===== src/rtl/tilemap_pkg.sv =====
// Shared tile-map geometry defaults and draw-sequencer state encoding.
// Used by the map walker, the scene controller and the drawer bench.
package tilemap_pkg;

  localparam int MAP_COLS = 20;
  localparam int MAP_ROWS = 15;
  localparam int TILE_W   = 8;
  localparam int TILE_H   = 8;
  localparam int MAP_AW   = 9;

  typedef enum logic [2:0] {
    ST_IDLE      = 3'd0,
    ST_FETCH     = 3'd1,
    ST_LATCH     = 3'd2,
    ST_ISSUE     = 3'd3,
    ST_WAIT_ACK  = 3'd4,
    ST_WAIT_DONE = 3'd5,
    ST_NEXT      = 3'd6,
    ST_FINISH    = 3'd7
  } tile_state_e;

endpackage


===== src/rtl/tile_cell_counter.sv =====
// Raster-order column/row counter over the tile map with last-cell flag.
// The linear address is kept as its own counter so no multiplier is needed.
module tile_cell_counter
  import tilemap_pkg::*;
#(
  parameter int CNT_COLS = 20,
  parameter int CNT_ROWS = 15,
  parameter int CNT_AW   = 9,
  parameter int COL_W    = $clog2(CNT_COLS),
  parameter int ROW_W    = $clog2(CNT_ROWS)
) (
  input  logic              clk_i,
  input  logic              rst_i,
  input  logic              clear_i,
  input  logic              advance_i,
  output logic [COL_W-1:0]  col_o,
  output logic [ROW_W-1:0]  row_o,
  output logic [CNT_AW-1:0] addr_o,
  output logic              last_o
);

  logic [COL_W-1:0]  col_q, col_d;
  logic [ROW_W-1:0]  row_q, row_d;
  logic [CNT_AW-1:0] addr_q, addr_d;
  logic              col_end;

  assign col_end = (col_q == COL_W'(CNT_COLS - 1));
  assign last_o  = col_end && (row_q == ROW_W'(CNT_ROWS - 1));

  always_comb begin
    col_d  = col_q;
    row_d  = row_q;
    addr_d = addr_q;
    // Advancing past the last cell wraps to the origin so the counter never leaves the map.
    if (clear_i || (advance_i && last_o)) begin
      col_d  = '0;
      row_d  = '0;
      addr_d = '0;
    end else if (advance_i) begin
      addr_d = addr_q + CNT_AW'(1);
      if (col_end) begin
        col_d = '0;
        row_d = row_q + ROW_W'(1);
      end else begin
        col_d = col_q + COL_W'(1);
      end
    end
  end

  always_ff @(posedge clk_i) begin
    if (rst_i) begin
      col_q  <= '0;
      row_q  <= '0;
      addr_q <= '0;
    end else begin
      col_q  <= col_d;
      row_q  <= row_d;
      addr_q <= addr_d;
    end
  end

  assign col_o  = col_q;
  assign row_o  = row_q;
  assign addr_o = addr_q;

endmodule


===== src/rtl/draw_tilemap.sv =====
// Tile-map draw initiator: walks the map and issues one drawer request per cell.
// Build option SKIP_EMPTY_TILE_EN: cells holding tile index 0 are skipped, not drawn.
module draw_tilemap
  import tilemap_pkg::*;
#(
  parameter int MAP_COLS = tilemap_pkg::MAP_COLS,
  parameter int MAP_ROWS = tilemap_pkg::MAP_ROWS,
  parameter int TILE_W   = tilemap_pkg::TILE_W,
  parameter int TILE_H   = tilemap_pkg::TILE_H,
  parameter int MAP_AW   = tilemap_pkg::MAP_AW
) (
  input  logic              Clock,
  input  logic              Reset,
  input  logic              Start,
  output logic [MAP_AW-1:0] MapAddress,
  input  logic [3:0]        MapData,
  output logic [7:0]        TileX,
  output logic [6:0]        TileY,
  output logic [3:0]        TileSel,
  output logic              TileEnable,
  input  logic              TileDone,
  output logic              Busy,
  output logic              Done
);

  localparam int COL_W = $clog2(MAP_COLS);
  localparam int ROW_W = $clog2(MAP_ROWS);

  tile_state_e      state_q;
  logic [COL_W-1:0] col;
  logic [ROW_W-1:0] row;
  logic             last_cell;
  logic             cnt_clear;
  logic             cnt_advance;
  logic             skip_cell;
  logic [7:0]       tile_x_q;
  logic [6:0]       tile_y_q;
  logic [3:0]       tile_sel_q;
  logic             tile_en_q;
  logic             busy_q;
  logic             done_q;

  assign cnt_clear   = (state_q == ST_IDLE) && Start;
  assign cnt_advance = (state_q == ST_NEXT);

`ifdef SKIP_EMPTY_TILE_EN
  assign skip_cell = (MapData == 4'd0);
`else
  assign skip_cell = 1'b0;
`endif

  tile_cell_counter #(
    .CNT_COLS (MAP_COLS),
    .CNT_ROWS (MAP_ROWS),
    .CNT_AW   (MAP_AW)
  ) u_counter (
    .clk_i     (Clock),
    .rst_i     (Reset),
    .clear_i   (cnt_clear),
    .advance_i (cnt_advance),
    .col_o     (col),
    .row_o     (row),
    .addr_o    (MapAddress),
    .last_o    (last_cell)
  );

  always_ff @(posedge Clock) begin
    if (Reset) begin
      state_q    <= ST_IDLE;
      tile_x_q   <= '0;
      tile_y_q   <= '0;
      tile_sel_q <= '0;
      tile_en_q  <= 1'b0;
      busy_q     <= 1'b0;
      done_q     <= 1'b0;
    end else begin
      tile_en_q <= 1'b0;
      done_q    <= 1'b0;
      case (state_q)
        ST_IDLE: begin
          if (Start) begin
            state_q <= ST_FETCH;
            busy_q  <= 1'b1;
          end
        end
        ST_FETCH: state_q <= ST_LATCH;
        ST_LATCH: begin
          if (skip_cell) begin
            state_q <= ST_NEXT;
          end else begin
            tile_sel_q <= MapData;
            tile_x_q   <= 8'(col * TILE_W);
            tile_y_q   <= 7'(row * TILE_H);
            state_q    <= ST_ISSUE;
          end
        end
        // Only request when the drawer reports idle; otherwise keep waiting here.
        ST_ISSUE: begin
          if (TileDone) begin
            tile_en_q <= 1'b1;
            state_q   <= ST_WAIT_ACK;
          end
        end
        ST_WAIT_ACK:  if (!TileDone) state_q <= ST_WAIT_DONE;
        ST_WAIT_DONE: if (TileDone)  state_q <= ST_NEXT;
        ST_NEXT: begin
          if (last_cell) begin
            state_q <= ST_FINISH;
            done_q  <= 1'b1;
          end else begin
            state_q <= ST_FETCH;
          end
        end
        ST_FINISH: begin
          state_q <= ST_IDLE;
          busy_q  <= 1'b0;
        end
        default: state_q <= ST_IDLE;
      endcase
    end
  end

  assign TileX      = tile_x_q;
  assign TileY      = tile_y_q;
  assign TileSel    = tile_sel_q;
  assign TileEnable = tile_en_q;
  assign Busy       = busy_q;
  assign Done       = done_q;

endmodule

===== config.mk =====
export PLATFORM = sky130hd
export DESIGN_NAME = draw_tilemap
export DESIGN_NICKNAME = d
export VERILOG_FILES = /design/src/rtl/tilemap_pkg.sv /design/src/rtl/tile_cell_counter.sv /design/src/rtl/draw_tilemap.sv
export SDC_FILE = /design/constraint.sdc
export NUM_CORES = 1
export LEC_CHECK = 0
export BUFFER_PORTS_ARGS = -buffer_cell sky130_fd_sc_hd__clkbuf_2
export CAP_MARGIN = 15
export CORE_UTILIZATION = 23
export CTS_BUF_LIST = sky130_fd_sc_hd__clkbuf_16
export CTS_CLUSTER_DIAMETER = 100
export CTS_CLUSTER_SIZE = 16
export DETAILED_ROUTE_END_ITERATION = 10
export HOLD_SLACK_MARGIN = 0.08
export SYNTH_ARGS = -nofsm -noshare
export SYNTH_HDL_FRONTEND = slang
export SYNTH_HIERARCHICAL = 1
export SYNTH_SLANG_ARGS = --single-unit

===== constraint.sdc =====
create_clock -name Clock -period 1.85 [get_ports Clock]
set_input_delay 0.37 -clock Clock [delete_from_list [all_inputs] [get_ports Clock]]
set_output_delay 0.37 -clock Clock [all_outputs]
set_load 0.1 [all_outputs]

==> key figures, run 1 <==
Worst setup path
  • CP max FO: 5
  • Worst setup EP type: flip-flop
  • CP Data Required Time: 2.05 ns
  • WS Path Type: reg -> reg
  • Critical path launch point type: flip-flop
  • CP Data Arrival Time: 1.90 ns

CTS
  • CTS tree: done
  • Max Buffers Root-to-Sink: 2
  • Setup bufs post-CTS: 0
  • CTS Hold Bufs: 0
  • CTS Sinks: 37
  • H-tree Lvls: 2
  • Skew-Pair Late Insertion Delay: 0.27 ns
  • CTS Buf Count: 5
  • Clock root buffer: clkbuf_16
  • Post-CTS sizing: 0
  • Clk slew on worst S/H paths: 0.06 ns

Drt
  • DR vias: 1,428
  • TritonRoute pass-1 iters: 4
  • Post-DR vias/cell: 4.37
  • Final wirelength: 3520 µm
  • Per-cell routed wire length: 10.8 µm
  • Post-route ant nets: 0
  • Starting DRT DRC Count: 99
  • Post-route DRC violation count: 0

Power and ir drop
  • Pwr Density: 895 mW/mm²
  • Lkg Pwr: 0.809 nW
  • Tot Pwr: 0.00188 W
  • Peak VDD IR: 0.328 mV

Status
  • Run status: completed

Logic synthesis
  • FF+latch count, synth: 37
  • Area share of the largest cell type after synthesis: 44.1%
  • Mean Syn Cell Area: 8.74 µm²
  • Cell Area, Synth: 0.00168 mm²
  • Ys async rst share: 0%
  • Netlist cell types: 40
  • EDFF count, synth: 0
  • Dominant synthesized flop cell: dfxtp_1
  • Syn. warnings: 6
  • Post-synthesis cell count: 192
  • Register area share after synthesis: 44.1%
  • Synth area leader: dfxtp_1
  • Top cells by area, synth: dfxtp_1, nand2_1, a21oi_1

Timing
  • Post-route minimum period: 1.70 ns
  • Clock skew: 0.00531 ns
  • Fin Hold WS: 0.315 ns
  • Slew HR: 63.6%
  • TNS Setup: 0 ns
  • F_max: 0.589 GHz
  • Fin. max-slew vios: 0
  • Fin. Hold Viols: 0
  • Final Setup Violations: 0
  • Tightest Pin Transition: 0.548 ns
  • Fin crit share: 91.8%
  • Unrepaired setup endpoints after global routing: no

Final layout
  • Layout cell share with drive strength beyond 1: 26.8%
  • Fillers: 762
  • Final nets: 242
  • Cell area after layout: 0.00210 mm²
  • ANT cells: 0
  • Register Area: 747 µm²
  • Area Growth Syn to Fin: 25.4%
  • Most frequent cells in the layout: dfxtp_1, clkbuf_2, nand2_1, a21oi_1, nor2_1
  • Final Util: 30.5%
  • Area occupied by multi-input gates: 840 µm²

Global routing
  • First-pass GRT wire length: 5950 µm
  • Largest net degree at the start of global routing: 14
  • Antenna violations before repair: 0
  • GRT Total Usage: 9.97%
  • Vias in the first global route: 1,288
  • GR Overflow Total: 0

Floorplan
  • Die width: 87.4 µm
  • Core box area: 0.00691 mm²
  • Starting Density: 24.3%
  • Die H: 87.4 µm
  • Row Count: 30
  • Number of I/O pins: 39
  • Die footprint: 0.00764 mm²

Run
  • Max Cap Viol: 0

Place
  • IO Port Bufs: 32
  • Dpl hpwl: 2560 µm
  • Placed Area: 0.00195 mm²
  • Placer Congestion: 0.791

Min path
  • Worst Hold Class: in -> reg
[logic make-up after synthesis]
| group | after synthesis | synth area share (%) |
|---|---|---|
| mux | 3 | 1.79 |
| xor+xnor | 8 | 4.18 |
| buf+inv | 22 | 7.90 |
| fa+ha+maj | 4 | 2.98 |
| simple gates | 76 | 24.2 |
| flops | 37 | 44.1 |
| other cells | 1 | 0.223 |
| compound gates | 41 | 14.5 |
[report_power, final]
group	internal, W	switching, W	total, W
Combinational	0.0000546	0.000199	0.000253
Clock	0.000493	0.000314	0.000807
Sequential	0.000813	0.00000795	0.000821
Total	0.00136	0.000521	0.00188
[layer usage]
| layer | share of wire (%) | global-route usage [%] | wire (µm) |
|---|---|---|---|
| met1 | 50 | 13.4 | 1770 |
| met2 | 42 | 14.6 | 1460 |
| met3 | 7.2 | 3.51 | 253 |
| met4 | 0.91 | 3.73 | 32 |
| met5 | 0 | 0 | 0 |
[cell usage after synthesis, drive strengths merged (3+ instances only)]
master  count
or3         3
and3        3
buf        13
o21ai       9
nand2      30
nor2b       3
o31ai       3
ha          4
inv         7
nor3        3
dfxtp      37
nand4       6
nor2       11
mux2i       3
nor3b       5
a21oi      21
xnor2       3
xor2        5
nand3       4
[stage by stage]
stage | setup slack [ns] | std cells
floorplan | 0.0236 | 197
global placement | 0.194 | 319
detailed placement | 0.104 | 319
CTS | 0.106 | 327
global route | 0.00153 | 327
finish | 0.152 | 327
[registers in the layout (all words and copies together) (netlist names)]
name and flops:
u_counter/addr_o 9, TileX 5, u_counter/col_o 5, TileSel 4
TileY 4, u_counter/row_o 4, state_q 3, Busy 1
Done 1, TileEnable 1
[path summary, 6_finish.rpt]
check | startpoint | endpoint | slack [ns] | cells past startpoint
max | u_counter/col_o[0]$_SDFFE_PP0P_ | state_q[1]$_SDFFE_PP0P_ | 0.15 | 7
min | MapData[3] | TileSel[3]$_SDFFE_PP0P_ | 0.31 | 3
max reg2reg | u_counter/col_o[0]$_SDFFE_PP0P_ | state_q[1]$_SDFFE_PP0P_ | 0.15 | 7
min reg2reg | TileSel[3]$_SDFFE_PP0P_ | TileSel[3]$_SDFFE_PP0P_ | 0.45 | 2
[critical path: stages (launching register included)]
cell       delay [ns]
dfxtp_1          0.39
ha_2             0.23
nand4bb_1        0.19
buf_4            0.21
nor2_1           0.15
inv_1            0.07
a211o_1          0.28
a21oi_1          0.11
[layout make-up]
type	count	share of cell area, %
timing repair buffer	41	10.8
clock inverter	3	0.833
multi-input combinational	138	39.9
tap	96	5.71
inverter	7	1.25
clock buffer	5	5.95
sequential	37	35.5
Power figures use the tool's default switching activity.
==> run 2: changes to the inputs <==
--- a/config.mk
+++ b/config.mk
@@ -13,6 +13,7 @@
 export CTS_CLUSTER_SIZE = 16
 export DETAILED_ROUTE_END_ITERATION = 10
 export HOLD_SLACK_MARGIN = 0.08
+export PLACE_DENSITY = 0.52
 export SYNTH_ARGS = -nofsm -noshare
 export SYNTH_HDL_FRONTEND = slang
 export SYNTH_HIERARCHICAL = 1
==> constraint.sdc (replaced) <==
create_clock -name Clock -period 1.85 [get_ports Clock]
set_input_delay 0.4625 -clock Clock [delete_from_list [all_inputs] [get_ports Clock]]
set_output_delay 0.4625 -clock Clock [all_outputs]
set_load 0.1 [all_outputs]
==> run 2 against run 1 <==
  * Wire length grew 2.3%
  * Combinational power is essentially flat
  * Sequential power is essentially flat
  * Setup slack better by 0.056 ns
  * Count of clock-buffer cells in the layout is the same
  * Via count down 0.98%
  * Register-to-register slack improved by 0.08 ns
  * Sequential cell count is the same
  * First-iteration DRC count up 2.0%
  * Utilization grew 0.58 points
  * Clock skew shrank 0.00063 ns
  * Maximum frequency is 3.4% higher
  * Highest routed layer unchanged
==> key figures, run 2 (synthesized netlist as in run 1, its figures left out) <==
Global routing
  • GR Overflow Total: 0 (unchanged)
  • GRT Total Usage: 10.2% (+0.18 points)
  • Vias in the first global route: 1,299 (+0.85%)
  • Antenna violations before repair: 0 (unchanged)
  • First-pass GRT wire length: 6020 µm (+1.2%)
  • Largest net degree at the start of global routing: 19 (+5)

CTS
  • H-tree Lvls: 2 (unchanged)
  • Skew-Pair Late Insertion Delay: 0.27 ns (about the same)
  • CTS Sinks: 37 (unchanged)
  • CTS tree: done
  • Max Buffers Root-to-Sink: 2 (unchanged)
  • CTS Buf Count: 5 (unchanged)
  • Clk slew on worst S/H paths: 0.05 ns (about the same)
  • Clock root buffer: clkbuf_16

Power and ir drop
  • Lkg Pwr: 0.840 nW (+3.8%)
  • Pwr Density: 933 mW/mm² (+4.3%)
  • Peak VDD IR: 0.277 mV (-15%)

Final layout
  • Register Area: 747 µm² (unchanged)
  • Area occupied by multi-input gates: 837 µm² (-0.30%)
  • ANT cells: 0 (unchanged)
  • Final nets: 245 (+1.2%)
  • Most frequent cells in the layout: dfxtp_1, clkbuf_2, nand2_1, a21oi_1, buf_4
  • Area Growth Syn to Fin: 27.7%
  • Fillers: 766 (+0.52%)
  • Layout cell share with drive strength beyond 1: 26.9% (+0.083 points)
  • Cell area after layout: 0.00214 mm² (+1.9%)
  • Max reg flops: 9 (unchanged)

Run
  • Max Cap Viol: 0 (unchanged)

Drt
  • TritonRoute pass-1 iters: 4 (unchanged)
  • Post-route DRC violation count: 0 (unchanged)
  • DR vias: 1,414 (-0.98%)
  • Starting DRT DRC Count: 101 (+2.0%)
  • Post-DR vias/cell: 4.28 (-1.9%)
  • Final wirelength: 3600 µm (+2.3%)
  • Per-cell routed wire length: 10.9 µm (+1.3%)
  • Post-route ant nets: 0 (unchanged)

Floorplan
  • Core box area: 0.00691 mm² (unchanged)
  • Die footprint: 0.00764 mm² (unchanged)
  • Die width: 87.4 µm (unchanged)
  • Starting Density: 24.3% (unchanged)
  • Row Count: 30 (unchanged)
  • Number of I/O pins: 39 (unchanged)
  • Die H: 87.4 µm (unchanged)

Worst setup path
  • Stages on the worst setup path: 1 (-6)
  • CP Launch Point: u_counter/addr_o[5]$_SDFFE_PP0P_
  • WS Path Type: reg -> out
  • Reg2Reg Depth: 7 (unchanged)
  • Largest delay share family, worst path: buffers and inverters
  • CP max FO: 6 (+1)
  • Worst path bufs/invs: 1 (-1)
  • Critical path launch point type: flip-flop
  • Crit path largest cell delay: 0.49 ns (+0.10 ns)
  • CP cell instances: clkbuf_2
  • CP Data Required Time: 1.39 ns (-0.66 ns)
  • CP Data Arrival Time: 1.18 ns (-0.72 ns)
  • CP max-delay cell: clkbuf_2
  • R2R setup slack: 0.23 ns (+0.08 ns)
  • Worst setup EP type: output pin
  • CP endpoint: MapAddress[5]
  • Reg-to-reg startpoint: state_q[1]$_SDFFE_PP0P_
  • Critical R2R Capture: u_counter/addr_o[6]$_SDFFE_PP0P_

Timing
  • F_max: 0.609 GHz (+3.4%)
  • Post-route minimum period: 1.64 ns (-0.0563 ns)
  • Fin. max-slew vios: 0 (unchanged)
  • Fin crit share: 88.8% (-3.0 points)
  • TNS Setup: 0 ns (unchanged)
  • Fin. Hold Viols: 0 (unchanged)
  • Clock skew: 0.00468 ns (-0.000630 ns)
  • Slew HR: 63.6% (-0.084 points)
  • Unrepaired setup endpoints after global routing: no
  • Final Setup Violations: 0 (unchanged)
  • Tightest Pin Transition: 0.549 ns (+0.00127 ns)

Min path
  • Worst Hold Class: in -> reg
  • HP Start: MapData[1]

Place
  • Dpl hpwl: 2640 µm (+3.2%)
  • Placer Congestion: 0.752 (-4.9%)
  • IO Port Bufs: 32 (unchanged)
  • Placed Area: 0.00197 mm² (+1.2%)

Status
  • Run status: completed
## run 2: cell types whose count changed in the layout (fill, tap and decap cells not counted), sizes merged
cell    delta
inv        +1
bufinv     +1
clkinv     -2
buf        +3
## run 2: worst min-delay path by stage
stage	end	slack, ns	cells past startpoint
2_1_floorplan	TileX[4]$_SDFFE_PP0P_	0.46	2
5_1_grt	TileSel[1]$_SDFFE_PP0P_	0.41	3
6_report	TileSel[1]$_SDFFE_PP0P_	0.41	3
4_1_cts	TileSel[1]$_SDFFE_PP0P_	0.40	3
3_3_place_gp	TileSel[3]$_SDFFE_PP0P_	0.44	2
3_5_place_dp	TileSel[2]$_SDFFE_PP0P_	0.45	2
## run 2: metal layers
layer	up-vias	GRT usage [%]	part of all wire, %
met5	-	0	0
met4	0	4.17	0.58
met3	2	3.51	5.9
met2	36	15.0	45
met1	634	13.4	49
li1	742	-	-
## run 2: metrics by stage
| step | cells | setup WS [ns] | total power, W | hold WS [ns] | utilization, % |
|---|---|---|---|---|---|
| 2_1_floorplan | 197 | 0.0236 | 0.00107 | 0.461 | - |
| 3_3_place_gp | 322 | 0.102 | 0.00109 | 0.441 | 28.6 |
| 3_5_place_dp | 322 | 0.0982 | 0.00109 | 0.449 | 28.6 |
| 4_1_cts | 330 | 0.0634 | 0.00203 | 0.400 | 30.9 |
| 5_1_grt | 330 | 0.123 | 0.00208 | 0.408 | 31.0 |
| 6_report | 330 | 0.208 | 0.00200 | 0.408 | 31.0 |
## run 2: report_power, final
part / switching (W) / internal, W
logic: 0.000201 / 0.0000548
clock network: 0.000299 / 0.000625
registers: 0.00000760 / 0.000813
total: 0.000507 / 0.00149
## run 2: cell type report
class,count,area share [%]
multi-input combinational,138,39.1
tap,96,5.60
inverter,7,1.23
sequential,37,34.9
timing repair buffer,44,11.7
clock buffer,5,5.84
clock inverter,3,1.75
## run 2: repair_timing
| item | in CTS | in global routing |
|---|---|---|
| buffers inserted | 0 | 0 |
| hold buffers | 0 | 0 |
| endpoints found under the hold margin | 0 | 0 |
| endpoints found under the setup margin | 0 | 6 |
| resized for setup | 0 | 1 |
